**config.mk**
```make
export PLATFORM = sky130hd
export DESIGN_NAME = sseg_arbiter
export DESIGN_NICKNAME = d
export VERILOG_FILES = /design/src/rtl/sseg_pkg.sv /design/src/rtl/sseg_rr_pick.sv /design/src/rtl/sseg_arbiter.sv
export SDC_FILE = /design/constraint.sdc
export NUM_CORES = 1
export LEC_CHECK = 0
export BUFFER_PORTS_ARGS = -buffer_cell sky130_fd_sc_hd__buf_2
export CORE_MARGIN = 2
export CORE_UTILIZATION = 55
export DETAILED_ROUTE_END_ITERATION = 8
export GPL_ROUTABILITY_DRIVEN = 1
export PLACE_DENSITY = 0.89
export SYNTH_ARGS = -nofsm -noshare
export SYNTH_HDL_FRONTEND = slang
export SYNTH_SLANG_ARGS = --single-unit
export TNS_END_PERCENT = 30
```
**constraint.sdc**
```tcl
create_clock -name clk -period 4 [get_ports clk]
set_input_delay 0.4 -clock clk [delete_from_list [all_inputs] [get_ports clk]]
set_output_delay 0.4 -clock clk [all_outputs]
set_load 0.1 [all_outputs]
```
**src/rtl/sseg_pkg.sv**
```systemverilog
// Shared types and constants for the seven-segment display arbiter.
// Provides the FSM state enum, display geometry and default idle word.
package sseg_pkg;

    typedef enum logic {
        IDLE = 1'b0,
        HOLD = 1'b1
    } sseg_arb_state_t;

    localparam int SSEG_DIGITS = 4;
    localparam int SSEG_WORD_W = 16;

    localparam logic [SSEG_WORD_W-1:0] SSEG_IDLE_DATA = 16'h0000;

endpackage

```
**src/rtl/sseg_rr_pick.sv**
```systemverilog
// Round-robin picker: first set request searching upward from i_ptr+1 with wrap.
// Ports: i_req (requests), i_ptr (search base), i_excl (skip the base index
// itself), o_found (any candidate), o_idx (chosen index).
module sseg_rr_pick
    import sseg_pkg::*;
#(
    parameter int NREQ = 4,
    parameter int PW   = $clog2(NREQ)
) (
    input  logic [NREQ-1:0] i_req,
    input  logic [PW-1:0]   i_ptr,
    input  logic            i_excl,
    output logic            o_found,
    output logic [PW-1:0]   o_idx
);

    logic [PW-1:0] w_j;

    // Walk offsets from farthest to nearest so the nearest hit wins.
    always_comb begin
        o_found = 1'b0;
        o_idx   = '0;
        w_j     = '0;
        for (int k = NREQ; k >= 1; k--) begin
            w_j = PW'((int'(i_ptr) + k) % NREQ);
            if (i_req[w_j] && !(i_excl && (k == NREQ))) begin
                o_found = 1'b1;
                o_idx   = w_j;
            end
        end
    end

endmodule

```
**src/rtl/sseg_arbiter.sv**
```systemverilog
// Round-robin owner arbiter with minimum dwell for the shared sseg display.
// Ports: clk, clear (sync active-low), req, req_data -> grant, owner, busy,
// display_data. Optional urgent-source preemption via SSEG_ARB_PRIO_EN.
module sseg_arbiter
    import sseg_pkg::*;
#(
    parameter int                     NREQ         = 4,
    parameter int                     DWELL_CYCLES = 50_000_000,
    parameter logic [SSEG_WORD_W-1:0] IDLE_DATA    = SSEG_IDLE_DATA
) (
    input  logic                        clk,
    input  logic                        clear,
    input  logic [NREQ-1:0]             req,
    input  logic [SSEG_WORD_W*NREQ-1:0] req_data,
    output logic [NREQ-1:0]             grant,
    output logic [$clog2(NREQ)-1:0]     owner,
    output logic                        busy,
    output logic [SSEG_WORD_W-1:0]      display_data
);

    localparam int            OW         = $clog2(NREQ);
    localparam int            CW         = $clog2(DWELL_CYCLES);
    localparam logic [CW-1:0] DWELL_LOAD = CW'(DWELL_CYCLES - 1);
    localparam logic [OW-1:0] PTR_RST    = OW'(NREQ - 1);

    sseg_arb_state_t          r_state;
    logic [NREQ-1:0]          r_grant;
    logic [OW-1:0]            r_owner;
    logic [OW-1:0]            r_ptr;
    logic                     r_busy;
    logic [SSEG_WORD_W-1:0]   r_data;
    logic [CW-1:0]            r_cnt;

    logic [SSEG_WORD_W-1:0]   w_words [NREQ];
    logic                     w_hold;
    logic                     w_own_req;
    logic [NREQ-1:0]          w_pick_req;
    logic [OW-1:0]            w_base;
    logic                     w_excl;
    logic                     w_found;
    logic [OW-1:0]            w_idx;
    logic                     w_take;
    logic                     w_drop;
    logic                     w_preempt;

    for (genvar g = 0; g < NREQ; g++) begin : g_words
        assign w_words[g] = req_data[g*SSEG_WORD_W +: SSEG_WORD_W];
    end

    assign w_hold     = (r_state == HOLD);
    assign w_own_req  = req[r_owner];
    assign w_pick_req = w_hold ? (req & ~r_grant) : req;

`ifdef SSEG_ARB_PRIO_EN
    logic r_preempt;

    assign w_preempt = w_hold && req[0] && (r_owner != '0) && w_own_req;
    // While req[0] holds a preempted display, start the search at the
    // displaced owner itself so it resumes first.
    assign w_base = r_preempt ? ((r_ptr == '0) ? PTR_RST : r_ptr - OW'(1))
                              : r_ptr;
    assign w_excl = w_hold && !r_preempt;
`else
    assign w_preempt = 1'b0;
    assign w_base    = r_ptr;
    assign w_excl    = w_hold;
`endif

    sseg_rr_pick #(
        .NREQ (NREQ),
        .PW   (OW)
    ) u_pick (
        .i_req   (w_pick_req),
        .i_ptr   (w_base),
        .i_excl  (w_excl),
        .o_found (w_found),
        .o_idx   (w_idx)
    );

    // New owner: from IDLE, on release, or on dwell expiry under contention.
    assign w_take = w_found && (!w_hold || !w_own_req || (r_cnt == '0));
    assign w_drop = w_hold && !w_own_req && !w_found;

    always_ff @(posedge clk) begin
        if (!clear) begin
            r_state <= IDLE;
            r_grant <= '0;
            r_owner <= '0;
            r_ptr   <= PTR_RST;
            r_busy  <= 1'b0;
            r_data  <= IDLE_DATA;
            r_cnt   <= '0;
`ifdef SSEG_ARB_PRIO_EN
            r_preempt <= 1'b0;
`endif
        end else if (w_preempt) begin
            r_grant <= NREQ'(1);
            r_owner <= '0;
            r_cnt   <= DWELL_LOAD;
            r_data  <= w_words[0];
`ifdef SSEG_ARB_PRIO_EN
            r_preempt <= 1'b1;
`endif
        end else if (w_take) begin
            r_state <= HOLD;
            r_grant <= NREQ'(1) << w_idx;
            r_owner <= w_idx;
            r_ptr   <= w_idx;
            r_busy  <= 1'b1;
            r_cnt   <= DWELL_LOAD;
            r_data  <= w_words[w_idx];
`ifdef SSEG_ARB_PRIO_EN
            r_preempt <= 1'b0;
`endif
        end else if (w_drop) begin
            r_state <= IDLE;
            r_grant <= '0;
            r_owner <= '0;
            r_busy  <= 1'b0;
            r_data  <= IDLE_DATA;
`ifdef SSEG_ARB_PRIO_EN
            r_preempt <= 1'b0;
`endif
        end else if (w_hold) begin
            r_data <= w_words[r_owner];
            // Expiry with nobody waiting just starts a fresh dwell.
            r_cnt  <= (r_cnt == '0) ? DWELL_LOAD : r_cnt - CW'(1);
        end
    end

    assign grant        = r_grant;
    assign owner        = r_owner;
    assign busy         = r_busy;
    assign display_data = r_data;

endmodule

```
==> impl_metrics.sql, run 1 <==
INSERT INTO impl_metrics (metric_group, metric, value, unit) VALUES
('clock_tree', 'cts_buffer_depth', '2', ''),
('die', 'core_area', '6790', 'um2'),
('sta', 'hold_vio_cnt_final', '0', ''),
('sta', 'setup_ws', '759', 'ps'),
('grt', 'globalRoute.totalOverflow', '0', ''),
('layout', 'final_common_cell', 'sky130_fd_sc_hd__buf_2', ''),
('clock_tree', 'cts_num_sinks', '51', ''),
('synth', 'synth-main-ff-cell', 'sky130_fd_sc_hd__dfxtp_1', ''),
('synth', 'synth_enable_flop_cells', '0', ''),
('grt', 'globalRoute.busiestLayer', 'met2', ''),
('die', 'top_level_ports', '93', ''),
('grt', 'grt_use_met2', '51.3', '%'),
('sta', 'period_share', '81.0', '%'),
('clock_tree', 'ctsRootBufferMaster', 'sky130_fd_sc_hd__clkbuf_8', ''),
('sta', 'drv_slew', '0', ''),
('grt', 'antenna_violations_before_repair', '0', ''),
('outcome', 'failed_checks', 'design-rule violations', ''),
('layout', 'area.growth.synth_to_final', '17.2', '%'),
('place', 'io_buffer_count', '92', ''),
('sta', 'fmax', '309', 'MHz'),
('setup_path', 'cp.required', '4240', 'ps'),
('sta', 'final_worst_clock_skew', '8.78', 'ps'),
('clock_tree', 'htreeDepth', '2', ''),
('place', 'dp_slack', '791', 'ps'),
('layout', 'n_antenna_cell', '0', ''),
('place', 'detailedPlacementHpwl', '8.56', 'mm'),
('synth', 'postSynth.asyncResetShare', '0', '%'),
('die', 'floorplan.rows', '30', ''),
('drt', 'ant_nets', '0', ''),
('clock_tree', 'cts-hold-fix-buffers', '0', ''),
('outcome', 'run_status', 'finished, violations left', ''),
('drt', 'wl', '12.0', 'mm'),
('synth', 'netlist_instances', '464', ''),
('layout', 'count_of_placed_standard_cells_in_the_final_layout_fillers_left_out', '636', ''),
('grt', 'grtUsageTotal', '31.1', '%'),
('layout', 'filler_instances', '526', ''),
('sta', 'timing.max_slew.rel_slack', '34.1', '%'),
('synth', 'synth.lib_cells_used.distinct', '55', ''),
('setup_path', 'setup.worst_path.start_class', 'register', ''),
('clock_tree', 'path_clk_slew', '90', 'ps'),
('clock_tree', 'cts-resized-gates', '0', ''),
('synth', 'synthXorXnorAreaFrac', '1.58', '%'),
('grt', 'grt_first_pass_wirelength', '19.0', 'mm'),
('clock_tree', 'cts_buffers', '5', ''),
('synth', 'yosys_warnings', '0', ''),
('synth', 'main_combinational_cell_family_by_area_after_synthesis', 'compound AO/OA/AOI/OAI gates', ''),
('place', 'place.detailed.instances', '628', ''),
('die', 'floorplan_die_height', '88.0', 'um'),
('drt', 'drt-pass1-iter-count', '9', ''),
('clock_tree', 'cts_post_setup_buffers_inserted', '0', ''),
('place', 'finalWeightedCongestion', '0.980', ''),
('sta', 'hold_ws', '401', 'ps'),
('drt', 'drt-vias-per-instance', '6.82', ''),
('power', 'total_leakage_power', '1.92', 'nW'),
('sta', 'finalSetupTns', '0', 'ps'),
('power', 'power_density', '694', 'nW/um2'),
('synth', 'syn_avg_cell_area', '8.35', 'um2'),
('drt', 'drcViolationCount', '1', ''),
('drt', 'route.vias.total', '4337', ''),
('grt', 'grtUsageMet3', '5.09', '%'),
('setup_path', 'critPathCaptureType', 'register', ''),
('synth', 'synthSimpleGateAreaFrac', '16.1', '%'),
('layout', 'post_route_cells_drive_above_1_share', '29.4', '%'),
('drt', 'detailedRoute.firstIterationViolations', '372', ''),
('grt', 'first_global_vias', '4182', ''),
('setup_path', 'setup.worst_path.class', 'register to register', ''),
('die', 'start_util', '57.1', '%'),
('sta', 'grt_setup_unrepaired', 'false', ''),
('setup_path', 'cp_data_arrival_time', '3480', 'ps'),
('synth', 'post_synth_fa_ha_maj_area_fraction', '0.323', '%'),
('clock_tree', 'worstSkewPairLatency', '310', 'ps');
-- cells in the mapped netlist, drive strengths merged, types with 6 or more instances --
library cell	n	area (um2)
o21ai	14	73.8
and3	16	100
nor2	16	60.1
nor4	6	37.5
or4	9	71.3
dfxtp	51	1020
buf	9	45.0
clkbuf	34	128
nand3	15	75.1
mux4	17	383
mux2i	17	170
a22oi	16	120
inv	39	146
a211oi	34	255
o211ai	35	313
nand2	17	63.8
nor3	14	70.1
a21oi	32	160
or3	10	62.6
o31ai	6	45.0
-- cell type report --
cell class              instances  area (um2)  share of cell area [%]
clock buffers                   8         100                    2.20
multi-input cells             331        2550                    56.2
well taps                      96         120                    2.64
repair buffers                111         603                    13.3
flip-flops and latches         51        1020                    22.5
inverters                      39         146                    3.22
-- metal layers --
layer / vias up / wire length [um] / part of all wire [%]
met5: - / 0 / 0
met4: 0 / 290 / 2.4
met3: 45 / 1010 / 8.4
met2: 290 / 5890 / 49
met1: 2061 / 4780 / 40
li1: 1941 / - / -
-- metrics by stage --
step                      total power, mW  cell area (um2)
after floorplan                      2.36             3880
after global placement               2.74             4440
after detailed placement             2.80             4440
after CTS                            3.12             4540
after global routing                 3.28             4540
final                                3.15             4540
-- state kept, by name, summed over array words and instances (netlist names) --
signal	flops
grant	4
owner	2
r_cnt	26
r_ptr	2
busy	1
display_data	16
-- path summary, 6_finish.rpt --
path,start,depth (start not counted),slack (ps),end
worst max-delay path,r_cnt[0],9,760,display_data[4]
worst min-delay path,req_data[7],3,400,display_data[7]
worst max register to register,r_cnt[0],9,760,display_data[4]
worst min register to register,r_cnt[7],2,480,r_cnt[7]
-- cells by family (layout without fill, tap and decap cells) --
kind of cell             count (synthesis)  after routing
multiplexers                            34             34
adder cells (fa/ha/maj)                  1              1
XOR/XNOR                                 7              7
flip-flops                              51             51
AO/OA/AOI/OAI                          174            174
buffers and inverters                   82            158
AND/OR/NAND/NOR                        115            115
-- power breakdown --
group	internal, mW	switching (mW)	total, mW
registers	0.656	0.144	0.800
clock network	0.158	0.172	0.330
logic	0.564	1.46	2.02
total	1.38	1.77	3.15
-- critical path, cell delays in order (launching register included) --
cell                       delay (ps)
sky130_fd_sc_hd__dfxtp_1          330
sky130_fd_sc_hd__inv_1             90
sky130_fd_sc_hd__ha_1             240
sky130_fd_sc_hd__or4b_1           470
sky130_fd_sc_hd__or4b_1           640
sky130_fd_sc_hd__o41ai_4          410
sky130_fd_sc_hd__o21ai_2          200
sky130_fd_sc_hd__or3_1            390
sky130_fd_sc_hd__buf_4            220
sky130_fd_sc_hd__o211ai_1         190
(Power assumes the default switching activity.)
==> run 2: changes to the inputs <==
clock period = 3.1 ns   (was 4 ns; I/O delays follow)
==> run 2 against run 1 <==
Net effect:
- the run now ends clean
- global-route usage down 0.42 points
- core utilization up 1.7 points
- non-clock buffer count up 8
- power up 35%
- register-to-register slack worse by 600 ps
- worst setup slack worse by 600 ps
- sequential share of layout area down 0.51 points
- count of clock-buffer cells in the layout down 2
- sequential power up 29%
- maximum frequency up 10%
- largest power group unchanged
==> impl_metrics.sql, run 2 (synthesized netlist as in run 1, its figures left out) <==
INSERT INTO impl_metrics (metric_group, metric, value, unit) VALUES
('drt', 'drt-pass1-iter-count', '5', ''),
('drt', 'drcViolationCount', '0', ''),
('power', 'max-vdd-ir-drop', '0.000659', 'V'),
('die', 'start_util', '57.1', '%'),
('die', 'floorplan.die_area', '7740', 'um2'),
('drt', 'detail_route.wl_per_cell', '18.6', 'um'),
('setup_path', 'setup.worst_path.start_class', 'register', ''),
('setup_path', 'critPathCaptureType', 'register', ''),
('grt', 'grt_start_max_net_pins', '27', ''),
('clock_tree', 'ctsRootBufferMaster', 'sky130_fd_sc_hd__clkbuf_8', ''),
('layout', 'final_common_cell', 'sky130_fd_sc_hd__buf_2', ''),
('drt', 'wl', '12.0', 'mm'),
('power', 'total_leakage_power', '1.98', 'nW'),
('drt', 'ant_nets', '0', ''),
('place', 'io_buffer_count', '92', ''),
('sta', 'finalSetupTns', '0', 'ps'),
('drt', 'detailedRoute.firstIterationViolations', '328', ''),
('die', 'floorplan.rows', '30', ''),
('clock_tree', 'cts_buffer_depth', '2', ''),
('drt', 'route.vias.total', '4323', ''),
('die', 'floorplan_die_height', '88.0', 'um'),
('layout', 'layout_common_cells', '92 x sky130_fd_sc_hd__buf_2, 49 x sky130_fd_sc_hd__dfxtp_1, 39 x sky130_fd_sc_hd__inv_1, 34 x sky130_fd_sc_hd__a211oi_1, 31 x sky130_fd_sc_hd__a21oi_1', ''),
('layout', 'n_antenna_cell', '0', ''),
('power', 'power.share.combinational', '62.7', '%'),
('clock_tree', 'worstSkewPairLatency', '310', 'ps'),
('layout', 'postLayoutCoreUtil', '68.6', '%'),
('sta', 'setup_ws', '159', 'ps'),
('die', 'top_level_ports', '93', ''),
('sta', 'fmax', '340', 'MHz'),
('power', 'net_switching_share_of_the_total_power', '54.3', '%'),
('sta', 'final_period_minus_worst_setup_slack', '2940', 'ps'),
('grt', 'antenna_violations_before_repair', '0', ''),
('layout', 'number_of_nets_in_the_final_layout', '618', ''),
('outcome', 'run_status', 'complete, no violations', ''),
('grt', 'first_global_vias', '4195', ''),
('place', 'detailedPlacementHpwl', '8.24', 'mm'),
('clock_tree', 'cts_tree', 'built', ''),
('clock_tree', 'cts_num_sinks', '51', ''),
('drt', 'drt-vias-per-instance', '6.71', ''),
('sta', 'timing_worst_slew_pin_value', '828', 'ps'),
('job', 'cap_viol_max_count', '0', ''),
('layout', 'largest-register', 'r_cnt', ''),
('clock_tree', 'cts_post_setup_buffers_inserted', '0', ''),
('die', 'die_width', '88.0', 'um'),
('power', 'power_density', '913', 'nW/um2'),
('sta', 'hold_vio_cnt_final', '0', ''),
('layout', 'post_route_cells_drive_above_1_share', '31.6', '%'),
('power', 'finalPower', '4.25', 'mW'),
('die', 'core_area', '6790', 'um2'),
('layout', 'area.growth.synth_to_final', '20.2', '%'),
('sta', 'final-setup-viol-count', '0', ''),
('power', 'switchingPower', '2.31', 'mW'),
('sta', 'period_share', '94.9', '%'),
('clock_tree', 'path_clk_slew', '100', 'ps'),
('power', 'sequential_power_share', '24.2', '%'),
('setup_path', 'cp.required', '3330', 'ps'),
('grt', 'globalRoute.totalOverflow', '0', ''),
('place', 'finalWeightedCongestion', '1.02', ''),
('clock_tree', 'cts_buffers', '5', ''),
('setup_path', 'setup.worst_path.class', 'register to register', ''),
('layout', 'largest_register_ffs', '26', ''),
('sta', 'drv_slew', '0', ''),
('power', 'p_int', '1.94', 'mW'),
('setup_path', 'worstPathMaxFanout', '16', ''),
('min_path', 'hold_class', 'input port to register', ''),
('power', 'power_frac_clock', '13.1', '%'),
('sta', 'final_worst_clock_skew', '13.6', 'ps'),
('clock_tree', 'htreeDepth', '2', ''),
('grt', 'grtUsageTotal', '30.7', '%'),
('sta', 'timing.max_slew.rel_slack', '44.5', '%'),
('sta', 'grt_setup_unrepaired', 'false', ''),
('place', 'dp_slack', '179', 'ps'),
('grt', 'grt_first_pass_wirelength', '18.9', 'mm'),
('setup_path', 'cp_data_arrival_time', '3170', 'ps');
run 2: final cells by class:
cell class	count	area, um2
clock inverter	2	60.1
inverter	39	146
timing repair buffer	119	663
multi-input combinational	331	2570
fill	536	2130
sequential	51	1020
clock buffer	6	72.6
tap	96	120
run 2: metal layers:
metal  track usage, %  wire length [um]
met1             37.4              4550
met2             53.0              6010
met3             5.28              1040
met4             14.0               361
met5                0                 0
run 2: repair_timing:
action / 4_1_cts / 5_1_grt
hold buffers: 0 / 0
resized for setup: 0 / 2
endpoints found under the setup margin: 0 / 9
run 2: per-stage QoR:
step | instance area, um2 | instances | hold WS [ps]
CTS | 4640 | 644 | 304
global placement | 4510 | 636 | 458
detailed placement | 4510 | 636 | 471
finish | 4660 | 644 | 298
global route | 4660 | 644 | 308
floorplan | 3880 | 464 | 443
run 2: power by group through the flow:
stage                     combinational, mW  clock [mW]  sequential [mW]
after floorplan                        1.19           0             1.86
after global placement                 2.57           0             1.02
after detailed placement               2.62           0             1.03
after CTS                              2.63       0.562             1.02
after global routing                   2.80       0.587             1.05
final                                  2.67       0.556             1.03
run 2: worst paths after layout:
kind | from | endpoint | slack, ps | depth (start not counted)
max reg2reg | r_cnt[0] | display_data[0] | 160 | 9
min reg2reg | r_cnt[18] | r_cnt[18] | 490 | 2
min | req_data[8] | display_data[8] | 300 | 3
max | r_cnt[0] | display_data[0] | 160 | 9
run 2: critical path, stage by stage, from the launching register on:
cell                       delay, ps
sky130_fd_sc_hd__dfxtp_1         330
sky130_fd_sc_hd__inv_1            90
sky130_fd_sc_hd__ha_1            170
sky130_fd_sc_hd__or4b_1          460
sky130_fd_sc_hd__or4b_4          520
sky130_fd_sc_hd__o41ai_4         370
sky130_fd_sc_hd__o21ai_2         110
sky130_fd_sc_hd__or3_1           350
sky130_fd_sc_hd__buf_4           230
sky130_fd_sc_hd__o211ai_1        230
